===== src/rtl/mem_init_fsm_param.sv =====
// Parametrised RAM initialiser: sweeps addresses 0..DEPTH-1, one word per accepted write,
// with selectable fill pattern, write-ready stall and early abort.
module mem_init_fsm_param #(
    parameter int ADDR_W = 8,
    parameter int DATA_W = 8,
    parameter int DEPTH  = 256
) (
    input  logic              clk,
    input  logic              rst,
    input  logic              start,
    input  logic [1:0]        mode,
    input  logic [DATA_W-1:0] fill_value,
    input  logic              wr_ready,
    input  logic              abort,
    output logic              wr_en,
    output logic [ADDR_W-1:0] mem_addr,
    output logic [DATA_W-1:0] wr_data,
    output logic              busy,
    output logic              finish,
    output logic              aborted
);

    typedef enum logic [1:0] {
        IDLE    = 2'd0,
        WRITE   = 2'd1,
        DONE    = 2'd2,
        ABORTED = 2'd3
    } state_t;

    localparam logic [ADDR_W-1:0] LAST_ADDR = ADDR_W'(DEPTH - 1);
    localparam logic [DATA_W-1:0] LAST_DATA = DATA_W'(DEPTH - 1);

    generate
        if (DEPTH < 1 || longint'(DEPTH) > (longint'(1) << ADDR_W)) begin : g_bad_depth
            $error("mem_init_fsm_param: DEPTH must lie in 1 .. 2**ADDR_W");
        end
    endgenerate

    state_t            state, state_next;
    logic [ADDR_W-1:0] addr, addr_next;
    logic [1:0]        mode_q, mode_next;
    logic [DATA_W-1:0] fill_q, fill_next;
    logic [DATA_W-1:0] fill_data;

    always_ff @(posedge clk or posedge rst) begin
        if (rst) begin
            state  <= IDLE;
            addr   <= '0;
            mode_q <= '0;
            fill_q <= '0;
        end else begin
            state  <= state_next;
            addr   <= addr_next;
            mode_q <= mode_next;
            fill_q <= fill_next;
        end
    end

    // Abort wins over a same-edge accept: the memory still takes that write,
    // but the address does not advance.
    always_comb begin
        state_next = state;
        addr_next  = addr;
        mode_next  = mode_q;
        fill_next  = fill_q;
        case (state)
            IDLE: begin
                if (start) begin
                    state_next = WRITE;
                    addr_next  = '0;
                    mode_next  = mode;
                    fill_next  = fill_value;
                end
            end
            WRITE: begin
                if (abort) begin
                    state_next = ABORTED;
                end else if (wr_ready) begin
                    if (addr == LAST_ADDR) begin
                        state_next = DONE;
                    end else begin
                        addr_next = addr + 1'b1;
                    end
                end
            end
            DONE:    state_next = IDLE;
            ABORTED: state_next = IDLE;
            default: state_next = IDLE;
        endcase
    end

    always_comb begin
        fill_data = '0;
        case (mode_q)
            2'd0: fill_data = DATA_W'(addr);
            2'd1: fill_data = fill_q;
            2'd2: fill_data = fill_q + DATA_W'(addr);
            2'd3: fill_data = LAST_DATA - DATA_W'(addr);
            default: fill_data = '0;
        endcase
    end

    // Outputs depend only on registered state, never directly on inputs.
    always_comb begin
        wr_en    = (state == WRITE);
        busy     = (state == WRITE) || (state == DONE);
        finish   = (state == DONE);
        aborted  = (state == ABORTED);
        mem_addr = addr;
        wr_data  = (state == WRITE) ? fill_data : '0;
    end

endmodule


===== config.mk =====
export PLATFORM = sky130hd
export DESIGN_NAME = mem_init_fsm_param
export DESIGN_NICKNAME = d
export VERILOG_FILES = /design/src/rtl/mem_init_fsm_param.sv
export SDC_FILE = /design/constraint.sdc
export NUM_CORES = 1
export LEC_CHECK = 0
export BUFFER_PORTS_ARGS = -buffer_cell sky130_fd_sc_hd__buf_2
export CAP_MARGIN = 20
export CORE_ASPECT_RATIO = 1.2
export CORE_UTILIZATION = 55
export CTS_CLUSTER_SIZE = 20
export DETAILED_ROUTE_END_ITERATION = 16
export GPL_TIMING_DRIVEN = 0
export PLACE_DENSITY = 0.8
export SYNTH_ARGS = -nofsm -noshare
export SYNTH_HDL_FRONTEND = slang
export SYNTH_SLANG_ARGS = --single-unit

===== constraint.sdc =====
create_clock -name clk -period 2.9 [get_ports clk]
set_input_delay 0.29 -clock clk [delete_from_list [all_inputs] [get_ports clk]]
set_output_delay 0.29 -clock clk [all_outputs]
set_load 0.01 [all_outputs]

# Word level (Yosys, flattened, before mapping)
# Cells that the tools add are included.
[word_totals]
reg_bits = 20
word_cells = 40
[op_classes]
add_sub_neg = 3
n_eq_ne = 13
mux = 12
n_reduce_logical = 8
[op_table]
columns = ["operator", "count"]
rows = [
  ["8-bit two-way mux", 5],
  ["8-bit case mux with 4 select lines", 1],
  ["8-bit case mux with 2 select lines", 1],
  ["8-bit by 1-bit adder with 8-bit output (second input constant)", 1],
  ["8-bit adder", 1],
  ["2-bit equality test (second input constant)", 4],
  ["8-bit equality test (second input constant)", 1],
  ["2-bit two-way mux", 4],
  ["2-bit != test (second input constant)", 4],
  ["8-bit subtractor (first input constant)", 1],
  ["2-bit case mux with 3 select lines", 1],
  ["5-bit AND reduction", 1],
  ["2-bit by 1-bit equality test with 1-bit output (second input constant)", 2],
  ["2-bit zero test", 2],
  ["3-bit by 2-bit != test with 1-bit output (second input constant)", 1],
  ["3-bit != test (second input constant)", 1],
  ["3-bit AND reduction", 1],
  ["2-bit AND reduction", 1],
  ["2-bit nonzero test", 1],
  ["2-bit OR reduction", 1],
  ["1-bit logical OR", 1],
]

# Depth between registers and ports, before layout
# Gate-level depths: netlist of run 1.
[depth]
ltp_word = 5
depth_mapped = 9
ltp_nobuf = 7

# Worst setup path after synthesis of run 1
# No wires, ideal clock.
[synth_timing]
path_kind = "register to output"
from = "reg addr[0], in the netlist mem_addr[0]"
to = "out wr_data[6]"
arrival_time_ns = 2.151
required_time_ns = 2.610
slack_ns = 0.459
path_stages_with_launch = 8
path_cell_list = "dfrtp_1 > ha_1 > fa_1 > a21o_1 > a32oi_1 > nor4b_1 > a211oi_1 > a211oi_1"
[synth_between]
elab_chain_len = 3
elab_cells_between_ends = 4
classes_between = "2 x add/sub; 2 x mux"
[synth_rtl]
columns = ["item", "line_no", "text"]
rows = [
  ["start, declared", "40", "logic [ADDR_W-1:0] addr, addr_next;"],
  ["start signal, assigned", "53", "addr <= addr_next;"],
  ["8-bit subtractor / 8-bit adder (equally long branches)", "98, 97", ""],
  ["8-bit case mux with 4 select lines (*)", "94", "case (mode_q)"],
  ["8-bit two-way mux (*)", "110", "wr_data = (state == WRITE) ? fill_data : '0;"],
  ["end, declared", "17", "output logic [DATA_W-1:0] wr_data,"],
]
# Every way passes the cells marked *; elsewhere a longest branch is shown, timed or not.

# Worst setup path in the final report of run 1
[layout_timing]
from = "reg fill_q[0]"
to = "out wr_data[6]"
[layout_between]
elab_chain_len = 3
[layout_rtl]
columns = ["item", "line_no", "text"]
rows = [
  ["start, declared", "42", "logic [DATA_W-1:0] fill_q, fill_next;"],
  ["start signal, assigned", "55", "fill_q <= fill_next;"],
  ["8-bit adder", "97", "2'd2: fill_data = fill_q + DATA_W'(addr);"],
  ["8-bit case mux with 4 select lines", "94", ""],
  ["8-bit two-way mux", "110", ""],
]
# No other way between the ends.

==> results of run 1 <==
[flip-flops by register name, summed over array words and instances (netlist names)]
register / flops
state: 2
mode_q: 2
mem_addr: 8
fill_q: 8
[worst max-delay path: stages, from the launching register on]
cell and delay, ns:
dfrtp_1 0.45, ha_4 0.20, fa_2 0.35, a21o_1 0.22, a32oi_2 0.27, nor4b_4 0.25, a211oi_2 0.06, a211oi_2 0.21
buf_2 0.15
[through the flow]
stage / setup TNS (ns) / utilization (%) / instances
3_3_place_gp: 0 / 66.7 / 244
5_1_grt: -0.00659 / 70.9 / 250
3_5_place_dp: 0 / 66.7 / 244
6_report: 0 / 70.9 / 250
2_1_floorplan: 0 / - / 176
4_1_cts: 0 / 69.4 / 249
[report_power, final]
group          switching, mW  internal [mW]  total, mW
Clock                 0.0894          0.140      0.229
Combinational          0.729          0.600       1.33
Sequential             0.112          0.382      0.494
[layout make-up]
type | instances | share of cell area [%]
inverter | 7 | 1.31
buffer | 11 | 2.68
timing repair buffer | 36 | 9.21
clock inverter | 1 | 1.49
clock buffer | 3 | 1.12
sequential | 20 | 25.0
tap | 34 | 2.12
multi-input combinational | 138 | 57.1
[metal layers]
metal  part of all wire (%)  vias up
met3                    3.6        9
met2                     52       45
li1                       -      726
met4                    2.2        0
met5                      0        -
met1                     42      750
[layout by cell type (no fill, tap or decap), drive strengths merged, types with 7 or more instances in the layout]
cell type | Yosys | final
inv | 7 | 7
a21oi | 10 | 10
xnor2 | 8 | 8
nor2 | 13 | 13
buf | 5 | 41
o21ai | 10 | 10
ha | 13 | 13
clkbuf | 6 | 9
mux2 | 15 | 15
nand2 | 12 | 12
dfrtp | 20 | 20
[timing repair]
action,in CTS,in global routing
hold buffers,0,0
pin swaps,0,5
gates cloned,0,0
endpoints found under the setup margin,1,3
resized for setup,3,8
endpoints found under the hold margin,0,0
setup buffers,1,1
[how the worst max path moves through the flow]
| stage | startpoint | end | slack, ns | cells past startpoint |
|---|---|---|---|---|
| after floorplan | mem_addr[0] | wr_data[6] | 0.46 | 7 |
| after global placement | mem_addr[0] | wr_data[6] | 0.36 | 8 |
| after detailed placement | mem_addr[0] | wr_data[6] | 0.22 | 8 |
| after CTS | state[1] | wr_data[4] | 0.05 | 8 |
| after global routing | fill_q[0] | wr_data[6] | -0.007 | 8 |
| final | fill_q[0] | wr_data[6] | 0.12 | 8 |
[logic make-up (layout without fill, tap and decap cells)]
kind of cell | after synthesis | in the layout | synth area share, %
adder cells (fa/ha/maj) | 14 | 14 | 10.9
AND/OR/NAND/NOR | 48 | 48 | 16.1
multiplexers | 17 | 17 | 11.2
buffers and inverters | 18 | 58 | 4.69
flip-flops | 20 | 20 | 29.8
XOR/XNOR | 9 | 9 | 4.69
AO/OA/AOI/OAI | 50 | 50 | 22.6
==> reports/qor.csv, run 1 <==
metric;value;unit
most utilized layer in the global route result;met2;
max-slew violation count;0;
register area share after synthesis;29.8;%
die height;62.6;um
RR Endpoint;mem_addr[5];
Layout area overhead;19.7;%
Worst setup SP type;flip-flop;
Tmin final;2.78;ns
Mean Syn Cell Area;9.55;um2
critical path peak fanout;3;
crit path kind;reg2out;
final hold vios;0;
fin area;2010;um2
dpl cell area;1890;um2
GR met2 Demand/Resource;47.0;%
TritonCTS Buffers;3;
CTS root buf;clkbuf_4;
power per cell area;1020;nW/um2
worst skew pair latency;0.32;ns
Required @ worst endpoint;2.61;ns
std cell rows;21;
worst reg-to-reg setup slack;0.84;ns
status;complete, no violations;
die width;52.5;um
pin count of the biggest net entering global routing;21;
grt total ovfl;0;
total track usage;27.0;%
Hold Path Class;in2async;
total area of sequential cells;502;um2
Slew @ Worst Pin;0.777;ns
CTS Buffer Depth;2;
Leak;0.970;nW
Initial DRC Count;55;
Synth Cell Area;1680;um2
GR Layer Usage met3;3.89;%
overall power;2.05;mW
Initial Util;59.2;%
RR Startpoint;state[1];
Post-synth EDFFs;0;
final setup margin;0.124;ns
Synth area leaders;dfrtp_1 30%, mux2_2 10%, ha_1 9.7%, xnor2_1 4.2%, a21oi_1 3.0%;
Hold Slack;0.0881;ns
first-pass GRT wire length;6630;um
Max VDD drop;0.000806;V
core footprint;2840;um2
share of cells above drive strength 1;35.2;%
Detailed Routing Iterations Pass 1;4;
Max-cap violations;0;
Detailed Place HPWL;2950;um
net count after synthesis;205;
Final setup viols;0;
Synth Warn #;0;
H-tree Lvls;1;
most instantiated library cell after synthesis;dfrtp_1;
Reg2Reg Depth;9;
CTS Sinks;20;
unrepaired setup endpoints after global routing;true;
CP Data Arrival Time;2.49;ns
via/cell ratio;6.12;
initial antenna violation count;0;
area taken by multi-input logic gates;1150;um2
fmax;360;MHz
cell taking the most area after synthesis;dfrtp_1;
fillers;225;
fin crit share;95.7;%
I/O Pins;35;
# port buffers;34;
Placer Congestion;0.821;
Reg clk slew, reported paths;0.12;ns
Layout Skew;0.0170;ns
worst slack at placement;0.216;ns
n_diodes;0;
Slew headroom;48.1;%
routed vias;1530;
Yosys cell types;45;
GR Util met1;33.4;%
total wire length;4010;um
Cells after Synth;176;
die area;3280;um2
DR DRC count;0;
CTS tree;built;
Synth top area share;29.8;%
vias in the first global route;1434;
Synth async-reset ratio;100;%
Main synth FF type;dfrtp_1;
Worst setup EP type;output port;
Commonest cells post-synth;20 x dfrtp_1, 15 x mux2_2, 13 x ha_1;
flops & latches, synth;20;
Nets;246;
wire per inst;16.0;um
post-route ant nets;0;
(Power assumes the default switching activity.)
==> run 2, diff against run 1 <==
- clock period: 2.9 -> 3.3 ns (I/O delays scaled with it)
==> run 2 against run 1 <==
  * Design area is 2.9% lower
  * Critical path depth stayed put
  * Die area stayed put
  * Sequential power is 12% lower
  * Sequential cell count stayed put
  * Via count is 0.98% higher
  * Hold slack better by 0.044 ns
  * Power is 15% lower
  * Cell count is 0.80% lower
  * First-iteration DRC count is 16% higher
==> reports/qor.csv, run 2 (same netlist as run 1, synthesis figures left out) <==
metric;value;unit
routed vias;1545;
Worst setup SP type;flip-flop;
Leak;0.946;nW
n_diodes;0;
pin count of the biggest net entering global routing;21;
Initial Util;59.2;%
Nets;244;
crit path kind;reg2out;
Reg clk slew, reported paths;0.12;ns
critical path, cell by cell;ha_1, fa_1, a21o_1, a32oi_1, nor4b_2, a211oi_1, a211oi_1, buf_2;
Detailed Routing Iterations Pass 1;4;
commonest non-fill, non-tap cell in the layout;buf_2;
Slew @ Worst Pin;0.770;ns
worst skew pair latency;0.31;ns
wire per inst;15.9;um
Worst path slowest cell;dfrtp_1;
Critical Path Start;mem_addr[0];
die height;62.6;um
core footprint;2840;um2
via/cell ratio;6.23;
fmax;329;MHz
Final setup viols;0;
first-pass GRT wire length;6580;um
H-tree Lvls;1;
final hold vios;0;
CTS tree;built;
Layout Utilization;68.8;%
post-route ant nets;0;
CP Data Arrival Time;2.71;ns
std cell rows;21;
total wire length;3940;um
DR DRC count;0;
Layout Skew;0.0144;ns
Required @ worst endpoint;2.97;ns
worst reg-to-reg setup slack;1.16;ns
Hold Path Class;in2async;
Reg2Reg Depth;7;
Layout area overhead;16.2;%
max incr delay on CP;0.49;ns
initial antenna violation count;0;
TNS Setup;0;ns
power per cell area;892;nW/um2
CP dominant cell by count;a211oi_1;
share of cells above drive strength 1;31.3;%
Worst setup EP type;output port;
status;complete, no violations;
grt total ovfl;0;
Max-cap violations;0;
die width;52.5;um
TritonCTS Buffers;3;
RR Startpoint;state[1];
Max VDD drop;0.000703;V
vias in the first global route;1423;
Slew headroom;48.6;%
hold_buf cts;0;
Hold Slack;0.132;ns
Initial DRC Count;64;
max-slew violation count;0;
most frequent cells in the layout;37 x buf_2, 20 x dfrtp_1, 15 x mux2_2;
unrepaired setup endpoints after global routing;false;
Detailed Place HPWL;2950;um
total track usage;26.8;%
fillers;232;
RR Endpoint;state[0];
Post CTS Setup Buffer Count;0;
fin crit share;92.1;%
# port buffers;34;
Placer Congestion;0.821;
die area;3280;um2
Worst Setup EP;wr_data[6];
critical path peak fanout;8;
I/O Pins;35;
Tmin final;3.04;ns
CTS Buffer Depth;2;
CTS root buf;clkbuf_4;
CTS Sinks;20;
-- run 2: cell count changes in the layout (fill, tap and decap cells not counted), sizes merged --
cell / previous run / this run
buf: 41 / 39
-- run 2: stage by stage --
stage / setup WS [ns] / power [mW] / cells / instance area (um2)
after global routing: 0.0736 / 1.88 / 248 / 1950
after CTS: 0.202 / 1.73 / 248 / 1950
after floorplan: 0.819 / 1.23 / 176 / 1680
final: 0.260 / 1.74 / 248 / 1950
after global placement: 0.720 / 1.47 / 244 / 1890
after detailed placement: 0.576 / 1.53 / 244 / 1890
-- run 2: power breakdown --
| part | leakage (nW) | internal, mW | switching, mW | total (mW) |
|---|---|---|---|---|
| combinational | 0.666 | 0.494 | 0.616 | 1.11 |
| clock | 0.0279 | 0.123 | 0.0760 | 0.199 |
| sequential | 0.252 | 0.335 | 0.0986 | 0.433 |
-- run 2: metal layers --
metal  track usage (%)  up-vias  wire (um)
met5                 0        -          0
met4              8.22        0         53
met3              3.89        6        157
met2              46.4       50       2070
met1              33.4      763       1660
li1                  -      726          -
-- run 2: critical path, delay by kind of cell (launching register included) --
| kind | cells | cell delay (ns) |
|---|---|---|
| simple gates | 1 | 0.25 |
| buf+inv | 1 | 0.17 |
| flops | 1 | 0.49 |
| compound gates | 4 | 0.78 |
| fa+ha+maj | 2 | 0.70 |
-- run 2: how the worst min path moves through the flow --
stage | to | start | slack (ns)
detailed placement | mem_addr[2] | rst | 0.50
global route | mem_addr[0] | rst | 0.18
CTS | mem_addr[2] | rst | 0.15
floorplan | fill_q[0] | rst | 0.29
finish | mem_addr[2] | rst | 0.13
global placement | mem_addr[2] | rst | 0.49
-- run 2: timing repair --
item                                   4_1_cts  5_1_grt
endpoints found under the hold margin        0        0
gates resized for setup                      0        1
setup endpoints to repair                    0        1
-- run 2: final cells by class --
class                           instances  area [um2]  area share [%]
Buffer                                 11        52.6            2.69
Clock buffer                            3        22.5            1.15
Clock inverter                          1        30.0            1.54
Inverter                                7        26.3            1.35
Multi-Input combinational cell        138        1110            56.7
Sequential cell                        20         500            25.6
Tap cell                               34        42.5            2.18
Timing Repair Buffer                   34         170            8.72
==> run 3, diff against run 2 <==
- ABC_AREA: unset -> 1
- PLACE_DENSITY: 0.8 -> 0.81
==> run 3 against run 2 <==
  * Combinational power is 16% lower
  * Non-clock buffer count is 8 lower
  * Global-route usage shrank 2.7 points
  * Highest routed layer unchanged
==> reports/qor.csv, run 3 <==
metric;value;unit
status;complete, no violations;
final hold vios;0;
overall power;1.55;mW
critical path peak fanout;8;
grt total ovfl;0;
Layout area overhead;16.5;%
Tmin final;2.47;ns
vias in the first global route;1336;
fmax;404;MHz
Mean Syn Cell Area;7.50;um2
CTS root buf;clkbuf_4;
Reg clk slew, reported paths;0.11;ns
most utilized layer in the global route result;met2;
post-CTS resize count;0;
die height;61.2;um
Post CTS Setup Buffer Count;0;
net count after synthesis;243;
max-slew violation count;0;
Commonest cells post-synth;40 x nand2_1, 26 x inv_1, 23 x o21ai_0;
post-route ant nets;0;
Max VDD drop;0.000531;V
via/cell ratio;5.40;
TNS Setup;0;ns
I/O Pins;35;
initial antenna violation count;0;
max incr delay on CP;0.49;ns
# port buffers;34;
Synth area leaders;dfrtp_1 31%, ha_1 10%, nand2_1 9.4%, o21ai_0 7.2%, a21oi_1 6.2%;
GR Util met1;28.2;%
Placer Congestion;0.818;
GR met2 Demand/Resource;46.2;%
Post-synth EDFFs;0;
flops & latches, synth;20;
TritonCTS Buffers;3;
Final setup viols;0;
n_diodes;0;
hold_buf cts;0;
total wire length;3450;um
cell taking the most area after synthesis;dfrtp_1;
Initial DRC Count;20;
Synth Warn #;0;
Nets;282;
fin crit share;74.9;%
pin count of the biggest net entering global routing;21;
die width;51.3;um
power per cell area;831;nW/um2
Main synth FF type;dfrtp_1;
Max-cap violations;0;
first-pass GRT wire length;5660;um
Slew @ Worst Pin;0.696;ns
Leak;1.02;nW
Detailed Place HPWL;2800;um
worst skew pair latency;0.32;ns
wire per inst;12.1;um
Worst path slowest cell;dfrtp_1;
Required @ worst endpoint;2.97;ns
Synth top area share;31.2;%
total track usage;24.1;%
share of cells above drive strength 1;23.8;%
final setup margin;0.827;ns
total area of sequential cells;500;um2
Slew headroom;53.6;%
std cell rows;21;
CTS Buffer Depth;2;
Synth async-reset ratio;100;%
CP Data Arrival Time;2.14;ns
commonest non-fill, non-tap cell in the layout;nand2_1;
most frequent cells in the layout;40 x nand2_1, 36 x buf_2, 26 x inv_1;
CTS Sinks;20;
DR DRC count;0;
routed vias;1544;
core footprint;2790;um2
register area share after synthesis;31.2;%
Initial Util;57.6;%
crit path kind;reg2out;
Hold Path Class;in2async;
Detailed Routing Iterations Pass 1;4;
Yosys cell types;26;
fillers;266;
H-tree Lvls;1;
Worst setup EP type;output port;
Cells after Synth;214;
area taken by multi-input logic gates;986;um2
CTS tree;built;
unrepaired setup endpoints after global routing;false;
worst slack at placement;1.19;ns
GR Layer Usage met3;1.48;%
die area;3140;um2
most instantiated library cell after synthesis;nand2_1;
Layout Utilization;67.2;%
critical path, cell by cell;ha_1, fa_1, a21oi_1, nor2_1, nor2_1, nand2_1, a21oi_1, buf_2;
Layout Skew;0.00627;ns
Synth Cell Area;1610;um2
Worst setup SP type;flip-flop;
-- run 3: critical path: cells and delay by family (launching register included) --
kind	cells	cell delay (ns)
fa+ha+maj	2	0.70
flops	1	0.49
compound gates	2	0.31
simple gates	3	0.19
buf+inv	1	0.14
-- run 3: area by class of cell --
class | instances | area share, %
clock inverter | 1 | 1.61
tap | 34 | 2.27
buffer | 3 | 0.736
timing repair buffer | 34 | 9.10
clock buffer | 3 | 1.20
multi-input combinational | 163 | 52.7
inverter | 28 | 5.62
sequential | 20 | 26.8
-- run 3: routing by layer --
layer	share of wire, %	vias up
met5	0	-
met4	1.9	0
met3	3.4	5
met2	52	35
met1	43	710
li1	-	794
-- run 3: report_power, final --
group | total (mW) | switching (mW) | internal (mW) | leakage (nW)
clock network | 0.199 | 0.0754 | 0.123 | 0.0279
registers | 0.424 | 0.0902 | 0.333 | 0.249
logic | 0.932 | 0.551 | 0.381 | 0.745
-- run 3: logic make-up (layout without fill, tap and decap cells) --
| kind of cell | count (synthesis) | in the layout | synth area share, % |
|---|---|---|---|
| AO/OA/AOI/OAI | 47 | 47 | 15.2 |
| AND/OR/NAND/NOR | 88 | 88 | 26.0 |
| adder cells (fa/ha/maj) | 14 | 14 | 11.4 |
| buffers and inverters | 31 | 69 | 7.40 |
| multiplexers | 8 | 8 | 5.61 |
| flip-flops | 20 | 20 | 31.2 |
| XOR/XNOR | 6 | 6 | 3.27 |
-- run 3: stage by stage --
step | instance area (um2) | hold slack [ns] | cells
final | 1870 | 0.106 | 286
after global routing | 1870 | 0.176 | 286
after CTS | 1870 | 0.128 | 286
after detailed placement | 1820 | 0.479 | 282
after global placement | 1820 | 0.474 | 282
after floorplan | 1610 | 0.294 | 214
-- run 3: final timing paths --
check / startpoint / to / slack (ns) / cells past startpoint
min: rst / state[1] / 0.11 / 2
min in group clk: fill_value[0] / fill_q[0] / 0.24 / 2
max: mem_addr[0] / wr_data[4] / 0.83 / 8
max in group asynchronous: rst / fill_q[6] / 2.75 / 2
min reg2reg: fill_q[6] / fill_q[6] / 0.55 / 1
max reg2reg: state[1] / mem_addr[0] / 1.47 / 9
